### src/rtl/calc_key_engine_pkg.sv
// Shared key codes, operator and state encodings for the keypad calculator.
package calc_pkg;

    localparam logic [4:0] K_ADD = 5'h10;
    localparam logic [4:0] K_MUL = 5'h11;
    localparam logic [4:0] K_AND = 5'h12;
    localparam logic [4:0] K_EXE = 5'h13;
    localparam logic [4:0] K_SUB = 5'h14;
    localparam logic [4:0] K_OR  = 5'h15;
    localparam logic [4:0] K_CE  = 5'h16;
    localparam logic [4:0] K_CLR = 5'h17;

    typedef enum logic [2:0] {
        OP_NONE = 3'd0,
        OP_ADD  = 3'd1,
        OP_SUB  = 3'd2,
        OP_MUL  = 3'd3,
        OP_AND  = 3'd4,
        OP_OR   = 3'd5
    } op_t;

    typedef enum logic [2:0] {
        S_A   = 3'd0,
        S_OP  = 3'd1,
        S_B   = 3'd2,
        S_MUL = 3'd3,
        S_RES = 3'd4
    } state_t;

    // Non-operator codes map to OP_NONE so callers can use it as "is operator".
    function automatic op_t key_to_op(input logic [4:0] code);
        case (code)
            K_ADD:   return OP_ADD;
            K_SUB:   return OP_SUB;
            K_MUL:   return OP_MUL;
            K_AND:   return OP_AND;
            K_OR:    return OP_OR;
            default: return OP_NONE;
        endcase
    endfunction

endpackage

### src/rtl/calc_key_engine_if.sv
// Key input / display output bundle between the cursor side and the key engine.
interface calc_key_engine_if #(parameter int W = 16);
    logic         key_valid;
    logic [4:0]   key_code;
    logic         dec_mode;
    logic         restriction;
    logic [W-1:0] display_val;
    logic [2:0]   op_sel;
    logic         ovf;
    logic         busy;

    modport master (
        output key_valid, key_code, dec_mode,
        input  restriction, display_val, op_sel, ovf, busy
    );

    modport slave (
        input  key_valid, key_code, dec_mode,
        output restriction, display_val, op_sel, ovf, busy
    );
endinterface

### src/rtl/calc_seq_mult.sv
// W-cycle shift-add multiplier; product/done present the result of the step in flight.
module calc_seq_mult #(
    parameter int W = 16
) (
    input  logic           clk,
    input  logic           rst,
    input  logic           start,
    input  logic           abort,
    input  logic [W-1:0]   a,
    input  logic [W-1:0]   b,
    output logic           done,
    output logic [2*W-1:0] product
);
    localparam int CW = $clog2(W + 1);

    logic [2*W-1:0] mcand_reg;
    logic [2*W-1:0] acc_reg;
    logic [W-1:0]   mplier_reg;
    logic [CW-1:0]  cnt_reg;
    logic           run_reg;
    logic [2*W-1:0] step;

    // Exposing acc+step lets the consumer take the product on the last step's edge.
    assign step    = mplier_reg[0] ? mcand_reg : '0;
    assign product = acc_reg + step;
    assign done    = run_reg && (cnt_reg == CW'(1));

    always_ff @(posedge clk or negedge rst) begin
        if (!rst) begin
            mcand_reg  <= '0;
            acc_reg    <= '0;
            mplier_reg <= '0;
            cnt_reg    <= '0;
            run_reg    <= 1'b0;
        end else if (abort) begin
            run_reg <= 1'b0;
        end else if (start) begin
            mcand_reg  <= {{W{1'b0}}, a};
            mplier_reg <= b;
            acc_reg    <= '0;
            cnt_reg    <= CW'(W);
            run_reg    <= 1'b1;
        end else if (run_reg) begin
            acc_reg    <= product;
            mcand_reg  <= mcand_reg << 1;
            mplier_reg <= mplier_reg >> 1;
            cnt_reg    <= cnt_reg - CW'(1);
            if (cnt_reg == CW'(1)) begin
                run_reg <= 1'b0;
            end
        end
    end
endmodule

### src/rtl/calc_key_engine.sv
// Two-operand keypad calculator: digit entry, operator latch, execute, display select.
module calc_key_engine
    import calc_pkg::*;
#(
    parameter int W          = 16,
    parameter int MAX_DIGITS = 4
) (
    input logic              clk,
    input logic              rst,
    calc_key_engine_if.slave bus
);
    localparam int CW = $clog2(MAX_DIGITS + 1);

    logic [W-1:0]   a_reg;
    logic [W-1:0]   b_reg;
    logic [CW-1:0]  cnt_reg;
    op_t            op_reg;
    state_t         state_reg;
    logic           ovf_reg;
    logic           busy_reg;
    logic           restriction_reg;

    logic           is_digit;
    logic           is_op;
    logic           is_exe;
    logic           is_ce;
    logic           is_clr;
    logic           room;
    logic [3:0]     digit;
    op_t            key_op;
    logic [W:0]     sum;
    logic [W-1:0]   diff;
    logic           start_mul;
    logic           abort_mul;
    logic           mul_done;
    logic [2*W-1:0] product;

    function automatic logic [W-1:0] append(input logic [W-1:0] acc,
                                            input logic [3:0] d,
                                            input logic dec);
        if (dec) begin
            return (acc << 3) + (acc << 1) + W'(d);
        end
        return (acc << 4) | W'(d);
    endfunction

    assign digit     = bus.key_code[3:0];
    assign key_op    = key_to_op(bus.key_code);
    assign is_digit  = bus.key_valid && !bus.key_code[4] && (!bus.dec_mode || digit < 4'd10);
    assign is_op     = bus.key_valid && (key_op != OP_NONE);
    assign is_exe    = bus.key_valid && (bus.key_code == K_EXE);
    assign is_ce     = bus.key_valid && (bus.key_code == K_CE);
    assign is_clr    = bus.key_valid && (bus.key_code == K_CLR);
    assign room      = cnt_reg < CW'(MAX_DIGITS);
    assign sum       = {1'b0, a_reg} + {1'b0, b_reg};
    assign diff      = a_reg - b_reg;
    assign start_mul = is_exe && (state_reg == S_B) && (op_reg == OP_MUL);
    // A CLR landing on the final multiply cycle loses to completion.
    assign abort_mul = is_clr && !mul_done;

    calc_seq_mult #(.W(W)) u_mult (
        .clk     (clk),
        .rst     (rst),
        .start   (start_mul),
        .abort   (abort_mul),
        .a       (a_reg),
        .b       (b_reg),
        .done    (mul_done),
        .product (product)
    );

    always_ff @(posedge clk or negedge rst) begin
        if (!rst) begin
            a_reg           <= '0;
            b_reg           <= '0;
            cnt_reg         <= '0;
            op_reg          <= OP_NONE;
            state_reg       <= S_A;
            ovf_reg         <= 1'b0;
            busy_reg        <= 1'b0;
            restriction_reg <= 1'b0;
        end else begin
            restriction_reg <= bus.dec_mode;
            if (state_reg == S_MUL && mul_done) begin
                a_reg     <= product[W-1:0];
                ovf_reg   <= |product[2*W-1:W];
                busy_reg  <= 1'b0;
                state_reg <= S_RES;
            end else if (is_clr || (is_ce && state_reg == S_RES)) begin
                a_reg     <= '0;
                b_reg     <= '0;
                cnt_reg   <= '0;
                op_reg    <= OP_NONE;
                state_reg <= S_A;
                ovf_reg   <= 1'b0;
                busy_reg  <= 1'b0;
            end else begin
                case (state_reg)
                    S_A: begin
                        if (is_digit) begin
                            if (room) begin
                                a_reg   <= append(a_reg, digit, bus.dec_mode);
                                cnt_reg <= cnt_reg + CW'(1);
                            end
                        end else if (is_op) begin
                            op_reg    <= key_op;
                            state_reg <= S_OP;
                        end else if (is_ce) begin
                            a_reg   <= '0;
                            cnt_reg <= '0;
                        end
                    end
                    S_OP: begin
                        if (is_digit) begin
                            b_reg     <= W'(digit);
                            cnt_reg   <= CW'(1);
                            state_reg <= S_B;
                        end else if (is_op) begin
                            op_reg <= key_op;
                        end else if (is_ce) begin
                            op_reg    <= OP_NONE;
                            state_reg <= S_A;
                        end
                    end
                    S_B: begin
                        if (is_digit) begin
                            if (room) begin
                                b_reg   <= append(b_reg, digit, bus.dec_mode);
                                cnt_reg <= cnt_reg + CW'(1);
                            end
                        end else if (is_ce) begin
                            b_reg   <= '0;
                            cnt_reg <= '0;
                        end else if (is_exe) begin
                            state_reg <= S_RES;
                            case (op_reg)
                                OP_ADD: begin
                                    a_reg   <= sum[W-1:0];
                                    ovf_reg <= sum[W];
                                end
                                OP_SUB: begin
                                    a_reg   <= diff;
                                    ovf_reg <= a_reg < b_reg;
                                end
                                OP_AND: begin
                                    a_reg   <= a_reg & b_reg;
                                    ovf_reg <= 1'b0;
                                end
                                OP_OR: begin
                                    a_reg   <= a_reg | b_reg;
                                    ovf_reg <= 1'b0;
                                end
                                OP_MUL: begin
                                    state_reg <= S_MUL;
                                    busy_reg  <= 1'b1;
                                end
                                default: ;
                            endcase
                        end
                    end
                    S_RES: begin
                        if (is_digit) begin
                            a_reg     <= W'(digit);
                            cnt_reg   <= CW'(1);
                            ovf_reg   <= 1'b0;
                            state_reg <= S_A;
                        end else if (is_op) begin
                            op_reg    <= key_op;
                            state_reg <= S_OP;
                        end
                    end
                    S_MUL: ;
                    default: state_reg <= S_A;
                endcase
            end
        end
    end

    assign bus.display_val = (state_reg == S_B || state_reg == S_MUL) ? b_reg : a_reg;
    assign bus.op_sel      = op_reg;
    assign bus.ovf         = ovf_reg;
    assign bus.busy        = busy_reg;
    assign bus.restriction = restriction_reg;
endmodule

### src/flat_wrapper.sv
// flat-port wrapper written by rule: the top's interface ports become plain ports
module calc_key_engine_flat import calc_pkg::*;
#(
    parameter int W          = 16,
    parameter int MAX_DIGITS = 4
)
  (clk, rst, bus_key_valid, bus_key_code, bus_dec_mode, bus_restriction, bus_display_val, bus_op_sel, bus_ovf, bus_busy);
  calc_key_engine_if #(.W(W)) bus_i ();
  input logic clk;
  input logic rst;
  input wire logic [$bits(bus_i.key_valid)-1:0] bus_key_valid;
  input wire logic [$bits(bus_i.key_code)-1:0] bus_key_code;
  input wire logic [$bits(bus_i.dec_mode)-1:0] bus_dec_mode;
  output wire logic [$bits(bus_i.restriction)-1:0] bus_restriction;
  output wire logic [$bits(bus_i.display_val)-1:0] bus_display_val;
  output wire logic [$bits(bus_i.op_sel)-1:0] bus_op_sel;
  output wire logic [$bits(bus_i.ovf)-1:0] bus_ovf;
  output wire logic [$bits(bus_i.busy)-1:0] bus_busy;
  assign bus_i.key_valid = bus_key_valid;
  assign bus_i.key_code = bus_key_code;
  assign bus_i.dec_mode = bus_dec_mode;
  assign bus_restriction = bus_i.restriction;
  assign bus_display_val = bus_i.display_val;
  assign bus_op_sel = bus_i.op_sel;
  assign bus_ovf = bus_i.ovf;
  assign bus_busy = bus_i.busy;
  calc_key_engine #(.W(W), .MAX_DIGITS(MAX_DIGITS)) u_core (.clk(clk), .rst(rst), .bus(bus_i));
endmodule
### config.mk
export PLATFORM = sky130hd
export DESIGN_NAME = calc_key_engine_flat
export DESIGN_NICKNAME = d
export VERILOG_FILES = /design/src/rtl/calc_key_engine_pkg.sv /design/src/rtl/calc_key_engine_if.sv /design/src/rtl/calc_seq_mult.sv /design/src/rtl/calc_key_engine.sv /design/src/flat_wrapper.sv
export SDC_FILE = /design/constraint.sdc
export NUM_CORES = 1
export LEC_CHECK = 0
export CORE_MARGIN = 1
export CORE_UTILIZATION = 40
export DETAILED_ROUTE_END_ITERATION = 8
export MAX_ROUTING_LAYER = met4
export PLACE_DENSITY_LB_ADDON = 0.05
export SETUP_SLACK_MARGIN = 0.05
export SYNTH_ARGS = -nofsm -noshare
export SYNTH_HDL_FRONTEND = slang
export SYNTH_HIERARCHICAL = 1
export SYNTH_SLANG_ARGS = --single-unit
### constraint.sdc
create_clock -name clk -period 9.11 [get_ports clk]
set_input_delay 1.3665 -clock clk [delete_from_list [all_inputs] [get_ports clk]]
set_output_delay 1.3665 -clock clk [all_outputs]
set_load 0.1 [all_outputs]
==> impl_metrics.env <==
export IMPL_status="complete, no violations"
export IMPL_cts_tree="built"
export IMPL_synthFlopType="dfrtp_1"
export IMPL_ir_drop_mv=0.308
export IMPL_dieArea_mm2=0.0311
export IMPL_grt_start_max_net_pins=82
export IMPL_yosys_warnings=6
export IMPL_grtUsageTotal=0.263
export IMPL_synth_largest_area_cell="dfrtp_1"
export IMPL_antenna_found_initial=0
export IMPL_multi_input_area_mm2=0.00826
export IMPL_hp_class="register to register"
export IMPL_ys_async_sr_fraction=1.00
export IMPL_synth_compound_area_share=0.271
export IMPL_crit_fanout=66
export IMPL_hold_buffers=0
export IMPL_clk_path_buf_depth=2
export IMPL_worstPathArrival_ns=5.15
export IMPL_placed_cell_area_mm2=0.0127
export IMPL_synth_area_leaders="dfrtp_1 27%, ha_1 14%, nand2_1 5.9%, o21ai_0 5.7%, a21oi_1 4.7%"
export IMPL_power_density_mw_per_mm2=287
export IMPL_rsz0062_at_grt="false"
export IMPL_route_detailed_drc=0
export IMPL_mappedNetlistArea_mm2=0.0122
export IMPL_pin_count=31
export IMPL_maxCapViolCount=0
export IMPL_nets=1616
export IMPL_grt_pass1_vias=10800
export IMPL_worstSetupStartpointType="primary input"
export IMPL_placedCellCount=1837
export IMPL_ys_seq_elements=130
export IMPL_fin_crit_sh=0.525
export IMPL_synthTopCellsByCount="190 x nand2_1, 138 x o21ai_0, 134 x ha_1"
export IMPL_placementRows=63
export IMPL_setup_violations=0
export IMPL_muxShareOfSynthArea=0.0423
export IMPL_min_to="u_core/u_mult/mplier_reg[13]"
export IMPL_htreeDepth=4
export IMPL_rrSetupSlack_ns=4.44
export IMPL_wl_per_cell_um=20.6
export IMPL_timing_final_ws_setup_ns=4.33
export IMPL_synth_xor_area_share=0.0396
export IMPL_tightest_slew_ns=1.00
export IMPL_drtIter0Drc=1044
export IMPL_io_buffers=30
export IMPL_clk_pin_slew_worst_paths_ns=0.06
export IMPL_fin_skew_ns=0.0198
export IMPL_drtPass1Iterations=7
export IMPL_dpl_hpwl_mm=28.3
export IMPL_antenna_cells=0
export IMPL_fin_area_mm2=0.0133
export IMPL_pwr_share_clk=0.191
export IMPL_cts_root_buf="clkbuf_16"
export IMPL_final_max_slew_viol_count=0
export IMPL_clock_sink_count=130
export IMPL_synth_most_common_cell="nand2_1"
export IMPL_coreArea_mm2=0.0298
export IMPL_synth_edf_count=0
export IMPL_drive_gt1_frac=0.0534
export IMPL_dieWidth_um=176
export IMPL_end_kind="register"
export IMPL_syn_to_final_growth_pct=9.46
export IMPL_combPwrFrac=0.594
export IMPL_synth_simple_area_share=0.175
export IMPL_syn_nets=1638
export IMPL_post_cts_setup_buffers=0
export IMPL_pre_cts_slack_ns=3.90
export IMPL_clk_latency_ns=0.45
export IMPL_vias=11100
export IMPL_switchingPower_mw=1.94
export IMPL_max_freq_mhz=209
export IMPL_num_fill_cells=2988
export IMPL_setup_tns_ns=0
export IMPL_synth_top_family_by_area="compound AO/OA/AOI/OAI gates"
export IMPL_synth_adder_area_share=0.149
export IMPL_yosysTopAreaCellShare=0.267
export IMPL_final_antenna_net_count=0
export IMPL_r2r_start="u_core/state_reg[1]"
export IMPL_min_path_cells=2
export IMPL_fin_cells=1869
export IMPL_globalplace_congestion=0.923
export IMPL_cts_resized=0
export IMPL_p_int_mw=1.89
export IMPL_avgViaCountPerCell=5.95
export IMPL_finalHoldViolCount=0
export IMPL_grt_overflow=0
export IMPL_hold_start="u_core/u_mult/mplier_reg[13]"
export IMPL_grt_pass1_wl_mm=61.1
export IMPL_initial_core_util=0.408
export IMPL_final_seq_area_mm2=0.00325
export IMPL_cp_required_ns=9.48
export IMPL_syn_inst=1488
export IMPL_syn_avg_cell_area_um2=8.18
export IMPL_cts_made_buffers=17
export IMPL_routed_wl_mm=38.4
export IMPL_finalCriticalPeriod_ns=4.78
export IMPL_critical_path_class="primary input to register"
export IMPL_die_h_um=176
export IMPL_swShare=0.507
export IMPL_finalPower_mw=3.83
export IMPL_power_frac_seq=0.215
export IMPL_yosysSeqAreaShare=0.267
export IMPL_r2r_end="u_core/u_mult/acc_reg[24]"
export IMPL_maxSlewHeadroom=0.330
export IMPL_synth_distinct_cells=81
export IMPL_reg2reg_depth=9
export IMPL_power_leakage_nw=5.92
[cell usage in the layout (no fill, tap or decap), types with 7 or more instances in the layout]
cell               n
fa_1               7
ha_1             134
xor2_1            21
o21bai_1          13
and2_1            41
mux2i_1           48
o22ai_1           10
clkbuf_16         17
a22oi_1            9
dfrtp_1          130
a21oi_1          114
nand3_1           29
a21o_1            25
a221oi_1          13
nor2b_1           12
o211ai_1          16
nand4_1           18
o21a_1             7
a31oi_1           15
nand2b_1          13
buf_4             15
nand2_1          190
or3_1              8
nor3_1            30
o21ai_0          138
xnor2_1           34
clkdlybuf4s50_1   29
a22o_1            26
o221ai_1           9
and3_1             9
inv_1             75
nor2_1            70
a211oi_1          23
[worst max-delay path by stage]
stage	startpoint	to	slack (ns)	cells after the start
6_report	bus_key_code[1]	u_core/u_mult/acc_reg[24]	4.33	10
5_1_grt	u_core/u_mult/mplier_reg[0]	u_core/bus.ovf	4.10	15
4_1_cts	u_core/state_reg[1]	bus_display_val[8]	4.32	4
3_5_place_dp	bus_key_code[1]	u_core/u_mult/acc_reg[24]	3.90	10
3_3_place_gp	bus_key_code[1]	u_core/u_mult/acc_reg[24]	3.93	10
2_1_floorplan	u_core/state_reg[2]	bus_display_val[0]	4.66	5
[layout make-up]
| type | instances | area share |
|---|---|---|
| Multi-Input combinational cell | 1195 | 0.620 |
| Sequential cell | 130 | 0.244 |
| Tap cell | 390 | 0.0366 |
| Clock buffer | 21 | 0.0346 |
| Timing Repair Buffer | 45 | 0.0311 |
| Inverter | 77 | 0.0217 |
| Clock inverter | 11 | 0.0115 |
[metal layers]
metal / global-route usage / vias up / share of wire
met1: 0.345 / 5365 / 0.46
li1: - / 5379 / -
met4: 0.0704 / 0 / 0.018
met5: - / - / 0
met3: 0.0329 / 44 / 0.043
met2: 0.424 / 332 / 0.48
[per-stage QoR]
step                      hold slack, ns   util
after floorplan                    0.449      -
after global placement             0.463  0.426
after detailed placement           0.470  0.426
after CTS                          0.483  0.447
after global routing               0.503  0.447
final                              0.480  0.447
[cell families after synthesis]
family          count (synthesis)
compound gates                499
xor+xnor                       55
fa+ha+maj                     141
buf+inv                       163
flops                         130
mux                            51
simple gates                  449
[critical path, cell delays in order]
cell,delay (ns)
clkdlybuf4s50_1,0.78
and4b_1,0.36
nand2_1,0.12
nor4_2,0.31
buf_4,0.65
o21bai_4,0.11
buf_4,0.33
nor2_2,0.55
buf_4,0.33
a32o_1,0.18
[power by group through the flow]
| stage | clock (mW) | sequential [mW] | combinational [mW] |
|---|---|---|---|
| global placement | 0 | 0.832 | 2.24 |
| detailed placement | 0 | 0.833 | 2.24 |
| floorplan | 0 | 0.754 | 1.74 |
| finish | 0.730 | 0.824 | 2.27 |
| global route | 0.775 | 0.837 | 2.49 |
| CTS | 0.750 | 0.821 | 2.26 |
Power figures use the tool's default switching activity.
